[src/rtl/chien_search_if.sv]
// Locator-load and search-result signals of the Chien search block.
interface chien_search_if;
    logic [12:0] lam_in;
    logic        lam_valid;
    logic        lam_start;
    logic [4:0]  deg_in;
    logic        busy;
    logic        pos_valid;
    logic [12:0] err_pos;
    logic        err_flag;
    logic [4:0]  err_cnt;
    logic        done;
    logic        fail;

    modport master (
        output lam_in, lam_valid, lam_start, deg_in,
        input  busy, pos_valid, err_pos, err_flag, err_cnt, done, fail
    );

    modport slave (
        input  lam_in, lam_valid, lam_start, deg_in,
        output busy, pos_valid, err_pos, err_flag, err_cnt, done, fail
    );
endinterface

[src/rtl/chien_search.sv]
// Chien search over GF(2^13): evaluates Lambda(alpha^-p) for p = 0..N-1 and flags roots.
// Optional macro CHIEN_EARLY_STOP_EN ends the search once the root count reaches the latched degree.
module chien_search #(
    parameter int T = 8,
    parameter int N = 8191
) (
    input  logic           clk,
    input  logic           reset,
    chien_search_if.slave  bus
);
    localparam logic [4:0]  T_L    = 5'(T);
    localparam logic [12:0] LAST_K = 13'(N - 1);

    typedef enum logic [1:0] {
        S_IDLE   = 2'd0,
        S_LOAD   = 2'd1,
        S_SEARCH = 2'd2,
        S_DONE   = 2'd3
    } state_t;

    // Multiply by alpha^-1: alpha^-1 = alpha^12 + alpha^3 + alpha^2 + 1.
    function automatic logic [12:0] gf_mul_ainv(input logic [12:0] x);
        return {1'b0, x[12:1]} ^ (x[0] ? 13'h100D : 13'h0000);
    endfunction

    // Multiply by alpha^(8191-j) as j cascaded alpha^-1 steps (constant network per j).
    function automatic logic [12:0] gf_mul_ainv_pow(input logic [12:0] x, input int j);
        logic [12:0] y;
        y = x;
        for (int i = 0; i < 16; i++) begin
            if (i < j) begin
                y = gf_mul_ainv(y);
            end else begin
                y = y;
            end
        end
        return y;
    endfunction

    state_t      state_q, state_d;
    logic [12:0] lam_q [0:T];
    logic [12:0] lam_d [0:T];
    logic [4:0]  idx_q, idx_d;
    logic [4:0]  deg_q, deg_d;
    logic [4:0]  cnt_q, cnt_d;
    logic [12:0] k_q, k_d;
    logic [12:0] err_pos_q, err_pos_d;
    logic        busy_q, busy_d;
    logic        pos_valid_q, pos_valid_d;
    logic        err_flag_q, err_flag_d;
    logic        done_q, done_d;
    logic        fail_q, fail_d;
    logic [12:0] sum_s;
    logic        root_s;
    logic        first_beat_s;
    logic        skip_search_s;
    logic        stop_s;

    // Locator value at the current position: XOR of all rotating coefficient registers.
    always_comb begin
        sum_s = 13'h0000;
        for (int j = 0; j <= T; j++) begin
            sum_s = sum_s ^ lam_q[j];
        end
    end

    assign root_s       = (sum_s == 13'h0000);
    assign first_beat_s = bus.lam_valid & bus.lam_start;

`ifdef CHIEN_EARLY_STOP_EN
    assign skip_search_s = (deg_q == 5'd0);
    assign stop_s        = root_s && (deg_q != 5'd0) &&
                           (({1'b0, cnt_q} + 6'd1) == {1'b0, deg_q});
`else
    assign skip_search_s = 1'b0;
    assign stop_s        = 1'b0;
`endif

    // Next-state, coefficient load/rotation and registered result computation.
    always_comb begin
        state_d     = state_q;
        lam_d       = lam_q;
        idx_d       = idx_q;
        k_d         = k_q;
        deg_d       = deg_q;
        cnt_d       = cnt_q;
        fail_d      = fail_q;
        pos_valid_d = 1'b0;
        err_pos_d   = err_pos_q;
        err_flag_d  = 1'b0;
        done_d      = 1'b0;
        case (state_q)
            S_IDLE, S_LOAD: begin
                if (first_beat_s) begin
                    lam_d[0] = bus.lam_in;
                    idx_d    = 5'd1;
                    deg_d    = bus.deg_in;
                    cnt_d    = 5'd0;
                    fail_d   = 1'b0;
                    state_d  = S_LOAD;
                end else if ((state_q == S_LOAD) && bus.lam_valid) begin
                    for (int j = 1; j <= T; j++) begin
                        if (idx_q == 5'(j)) begin
                            lam_d[j] = bus.lam_in;
                        end else begin
                            lam_d[j] = lam_q[j];
                        end
                    end
                    if (idx_q == T_L) begin
                        k_d     = 13'd0;
                        state_d = skip_search_s ? S_DONE : S_SEARCH;
                    end else begin
                        idx_d = idx_q + 5'd1;
                    end
                end else begin
                    state_d = state_q;
                end
            end
            S_SEARCH: begin
                for (int j = 0; j <= T; j++) begin
                    lam_d[j] = gf_mul_ainv_pow(lam_q[j], j);
                end
                pos_valid_d = 1'b1;
                err_pos_d   = k_q;
                err_flag_d  = root_s;
                if (root_s && (cnt_q != 5'd31)) begin
                    cnt_d = cnt_q + 5'd1;
                end else begin
                    cnt_d = cnt_q;
                end
                if ((k_q == LAST_K) || stop_s) begin
                    state_d = S_DONE;
                end else begin
                    k_d = k_q + 13'd1;
                end
            end
            S_DONE: begin
                done_d  = 1'b1;
                fail_d  = (cnt_q != deg_q) || (deg_q > T_L);
                state_d = S_IDLE;
            end
            default: begin
                state_d = S_IDLE;
            end
        endcase
        busy_d = (state_d == S_LOAD) || (state_d == S_SEARCH);
    end

    // State and output registers; asynchronous reset clears everything.
    always_ff @(posedge clk or negedge reset) begin
        if (!reset) begin
            state_q     <= S_IDLE;
            for (int j = 0; j <= T; j++) begin
                lam_q[j] <= 13'h0000;
            end
            idx_q       <= 5'd0;
            deg_q       <= 5'd0;
            cnt_q       <= 5'd0;
            k_q         <= 13'd0;
            err_pos_q   <= 13'd0;
            busy_q      <= 1'b0;
            pos_valid_q <= 1'b0;
            err_flag_q  <= 1'b0;
            done_q      <= 1'b0;
            fail_q      <= 1'b0;
        end else begin
            state_q     <= state_d;
            lam_q       <= lam_d;
            idx_q       <= idx_d;
            deg_q       <= deg_d;
            cnt_q       <= cnt_d;
            k_q         <= k_d;
            err_pos_q   <= err_pos_d;
            busy_q      <= busy_d;
            pos_valid_q <= pos_valid_d;
            err_flag_q  <= err_flag_d;
            done_q      <= done_d;
            fail_q      <= fail_d;
        end
    end

    assign bus.busy      = busy_q;
    assign bus.pos_valid = pos_valid_q;
    assign bus.err_pos   = err_pos_q;
    assign bus.err_flag  = err_flag_q;
    assign bus.err_cnt   = cnt_q;
    assign bus.done      = done_q;
    assign bus.fail      = fail_q;
endmodule
[src/flat_wrapper.sv]
// flat-port wrapper written by rule: the top's interface ports become plain ports
module chien_search_flat 
#(
    parameter int T = 8,
    parameter int N = 8191
)
  (clk, reset, bus_lam_in, bus_lam_valid, bus_lam_start, bus_deg_in, bus_busy, bus_pos_valid, bus_err_pos, bus_err_flag, bus_err_cnt, bus_done, bus_fail);
  chien_search_if bus_i ();
  input  logic clk;
  input  logic reset;
  input wire logic [$bits(bus_i.lam_in)-1:0] bus_lam_in;
  input wire logic [$bits(bus_i.lam_valid)-1:0] bus_lam_valid;
  input wire logic [$bits(bus_i.lam_start)-1:0] bus_lam_start;
  input wire logic [$bits(bus_i.deg_in)-1:0] bus_deg_in;
  output wire logic [$bits(bus_i.busy)-1:0] bus_busy;
  output wire logic [$bits(bus_i.pos_valid)-1:0] bus_pos_valid;
  output wire logic [$bits(bus_i.err_pos)-1:0] bus_err_pos;
  output wire logic [$bits(bus_i.err_flag)-1:0] bus_err_flag;
  output wire logic [$bits(bus_i.err_cnt)-1:0] bus_err_cnt;
  output wire logic [$bits(bus_i.done)-1:0] bus_done;
  output wire logic [$bits(bus_i.fail)-1:0] bus_fail;
  assign bus_i.lam_in = bus_lam_in;
  assign bus_i.lam_valid = bus_lam_valid;
  assign bus_i.lam_start = bus_lam_start;
  assign bus_i.deg_in = bus_deg_in;
  assign bus_busy = bus_i.busy;
  assign bus_pos_valid = bus_i.pos_valid;
  assign bus_err_pos = bus_i.err_pos;
  assign bus_err_flag = bus_i.err_flag;
  assign bus_err_cnt = bus_i.err_cnt;
  assign bus_done = bus_i.done;
  assign bus_fail = bus_i.fail;
  chien_search #(.T(T), .N(N)) u_core (.clk(clk), .reset(reset), .bus(bus_i));
endmodule
[config.mk]
export PLATFORM = sky130hd
export DESIGN_NAME = chien_search_flat
export DESIGN_NICKNAME = d
export VERILOG_FILES = /design/src/rtl/chien_search_if.sv /design/src/rtl/chien_search.sv /design/src/flat_wrapper.sv
export SDC_FILE = /design/constraint.sdc
export NUM_CORES = 1
export LEC_CHECK = 0
export ABC_AREA = 1
export BUFFER_PORTS_ARGS = -buffer_cell sky130_fd_sc_hd__clkbuf_2
export CORE_MARGIN = 3
export CORE_UTILIZATION = 25
export DETAILED_ROUTE_END_ITERATION = 8
export GPL_ROUTABILITY_DRIVEN = 0
export PLACE_DENSITY = 0.45
export SYNTH_ARGS = -nofsm -noshare
export SYNTH_HDL_FRONTEND = slang
export SYNTH_SLANG_ARGS = --single-unit
[constraint.sdc]
create_clock -name clk -period 2.2 [get_ports clk]
set_input_delay 0 -clock clk [delete_from_list [all_inputs] [get_ports clk]]
set_output_delay 0 -clock clk [all_outputs]
set_load 0.005 [all_outputs]
==> flow_summary.ini <==
[status]
outcome = finished clean

[yosys]
synth_nets = 1300
ys_types = 41
synth_ff_type = dfrtp_1
yosys_warnings = 0
yosysSeqAreaShare_pct = 42.97
synth_common_cells = nand2_1 (354), dfrtp_1 (165), inv_1 (144), o21ai_0 (135), nor2_1 (91)
yosysMostFrequentCell = nand2_1
yosys.area.top_type = dfrtp_1
ys_seq_elements = 165
ys_top_cells_by_area = dfrtp_1 (43%), nand2_1 (14%), o21ai_0 (7.0%), inv_1 (5.6%), xnor2_1 (5.6%)
synthArstFlopShare_pct = 100.0
syn_area_per_cell_um2 = 7.565
synthCells = 1270
syn_area_um2 = 9608
yosys.area.top_type_share_pct = 42.97
synth-edff-count = 0

[drt]
drc = 0
drt_iter0_drc = 563
vias = 8471
via_per_inst = 4.503
drt_wl_total_um = 30650
wl_per_cell_um = 16.29
drt_pass1_iterations = 6
ant_nets = 0

[critical_path]
path_class = reg -> reg
critPathArrivalTime_ps = 2420
crit_path_end_kind = flip-flop
setup.worst_path.start_class = flip-flop
critPathRequiredTime_ps = 2570
cp_max_fo = 2

[timing]
setup_viol = 0
hold_ws_ps = 13.81
fin_crit_ps = 2047
rsz0062_at_grt = true
fmax_ghz = 0.4884
finalHoldViolCount = 0
finalMaxSlewViolations = 0
relSlewSlack_pct = 67.60
timing.final.crit_share_pct = 93.06
worst_pin_slew_ps = 485.9
skew_ps = 13.48

[layout]
drive_gt1_share_pct = 13.72
nets = 1388
fin_area_um2 = 11640
diodes = 0
syn2layout_area_growth_pct = 21.17

[global_routing]
use_met3_pct = 2.335
grt-busiest-layer = met2
use_met2_pct = 24.62
grt_pass1_vias = 8185
grt.met1_usage_pct = 21.34
grtUsageTotal_pct = 15.21
antenna_found_initial = 0
grt_overflow = 0
grt_first_pass_wirelength_um = 47910
grt_max_degree = 53

[job]
drv_cap = 0

[hold_path]
hold_path.class = in -> reg

[clock_tree]
worstSkewPairLatency_ps = 440
cts_buffers = 17
cts_buffer_depth = 2
cts_tree = built
cts_sinks = 165
clkTransAtPathRegs_ps = 70
cts_htree_levels = 4
clock-root-buffer = clkbuf_16

[floorplanning]
die_h_um = 202.0
rows = 71
boundaryPins = 45
dieWidth_um = 202.0
start_util_pct = 25.45
die-area_um2 = 40820
core_area_um2 = 37760

[placement]
numPortBuffers = 44
place_hpwl_um = 22530
placedInstanceArea_um2 = 10780

[power_and_ir_drop]
p_switching_mw = 7.594
p_comb_share_pct = 50.5
clkPwrFrac_pct = 18.0
pwr-share-seq_pct = 31.6
p_leak_nw = 5.613
powerDensity_nw_per_um2 = 1449
finalPower_mw = 16.86
netSwitchingFraction_pct = 45.03
vdd_drop_max_uv = 567.9
internal_power_mw = 9.271
placed cells by master, fill, tap and decap left out, types with 4 or more instances in the layout:
cell,count
dfrtp_2,5
nor3_1,8
nand3_1,59
nand2_1,350
o21ai_0,134
buf_4,53
clkinvlp_4,6
nand4_1,13
xnor2_2,6
xor2_1,52
dlygate4sd3_1,13
a31oi_1,44
clkbuf_2,43
nor2_1,87
o211ai_1,10
ha_1,8
clkbuf_16,17
inv_2,12
nand3b_1,5
or2_2,4
xnor2_1,54
inv_1,137
buf_12,6
dfrtp_1,160
nor2_2,5
nand2_2,4
a21oi_1,30
o31ai_1,4
sequential cells by signal, summed over array words and instances, names as in the netlist:
signal,cells
u_core.bus.busy,1
u_core.bus.done,1
u_core.idx_q,5
u_core.bus.pos_valid,1
u_core.bus.err_cnt,5
u_core.bus.fail,1
u_core.bus.err_pos,13
u_core.deg_q,5
u_core.bus.err_flag,1
u_core.k_q,13
u_core.lam_q,117
u_core.state_q,2
worst max-delay path, cell delays in order, from the launching register on:
cell,delay [ps]
dfrtp_1,410
xnor2_1,360
xnor2_1,170
nand2_1,80
nand3_1,80
nand2_1,50
nor2_1,120
nand2_1,110
nor4_2,420
buf_4,180
worst paths after layout:
path	start	end	slack [ps]	cells past startpoint
min in group asynchronous	reset	u_core.lam_q[31]$_DFFE_PN0P_	110	2
min reg2reg	u_core.bus.err_pos[3]$_DFFE_PN0P_	u_core.bus.err_pos[3]$_DFFE_PN0P_	480	2
min	bus_lam_in[6]	u_core.lam_q[45]$_DFFE_PN0P_	10	4
max reg2reg	u_core.lam_q[28]$_DFFE_PN0P_	u_core.bus.err_flag$_DFF_PN0_	150	9
max	u_core.lam_q[28]$_DFFE_PN0P_	u_core.bus.err_flag$_DFF_PN0_	150	9
max in group asynchronous	reset	u_core.idx_q[1]$_DFFE_PN0P_	1420	3
power by group through the flow:
stage,Combinational [mW],Sequential [mW],Clock [mW]
3_5_place_dp,8.23,5.30,0
5_1_grt,9.68,5.48,3.25
4_1_cts,8.31,5.26,3.13
3_3_place_gp,8.15,5.29,0
6_report,8.51,5.32,3.03
2_1_floorplan,6.06,4.91,0
timing repair:
item                       4_1_cts  5_1_grt
gates resized for setup          0       37
hold endpoints to repair       176        0
setup endpoints to repair        0       21
setup buffers                    0        2
hold buffers                    13        0
metrics by stage:
stage	setup slack (ps)	std cells	util (%)	setup TNS (ps)
floorplan	135.8	1270	-	0
global placement	-6.509	1835	28.55	-6.509
detailed placement	25.10	1835	28.55	0
CTS	4.719	1879	30.43	0
global route	-41.83	1881	30.84	-88.53
finish	152.6	1881	30.84	0
final cells by class:
cell class                      count  area [um2]
Timing Repair Buffer              116       877.1
Fill cell                        4098       26110
Multi-Input combinational cell    909        4850
Clock inverter                     14       156.4
Tap cell                          511       639.4
Inverter                          149       559.3
Clock buffer                       17       425.4
Sequential cell                   165        4135
kinds of logic after synthesis:
logic type                 synth area share [%]
and+or+nand+nor                           24.29
AOI/OAI and AO/OA                         13.13
buffers and inverters                     7.970
DFF                                       42.97
xor gates and xnor gates                  10.48
adders and majority gates                 1.042
muxes                                    0.1172
metal layers:
layer / wire length (um) / vias to the layer above / part of all wire [%]
met3: 1002 / 26 / 3.3
li1: - / 4259 / -
met4: 437 / 0 / 1.4
met5: 0 / - / 0
met2: 14320 / 125 / 47
met1: 14890 / 4061 / 49
No activity file was read; power rests on OpenSTA's default activity.
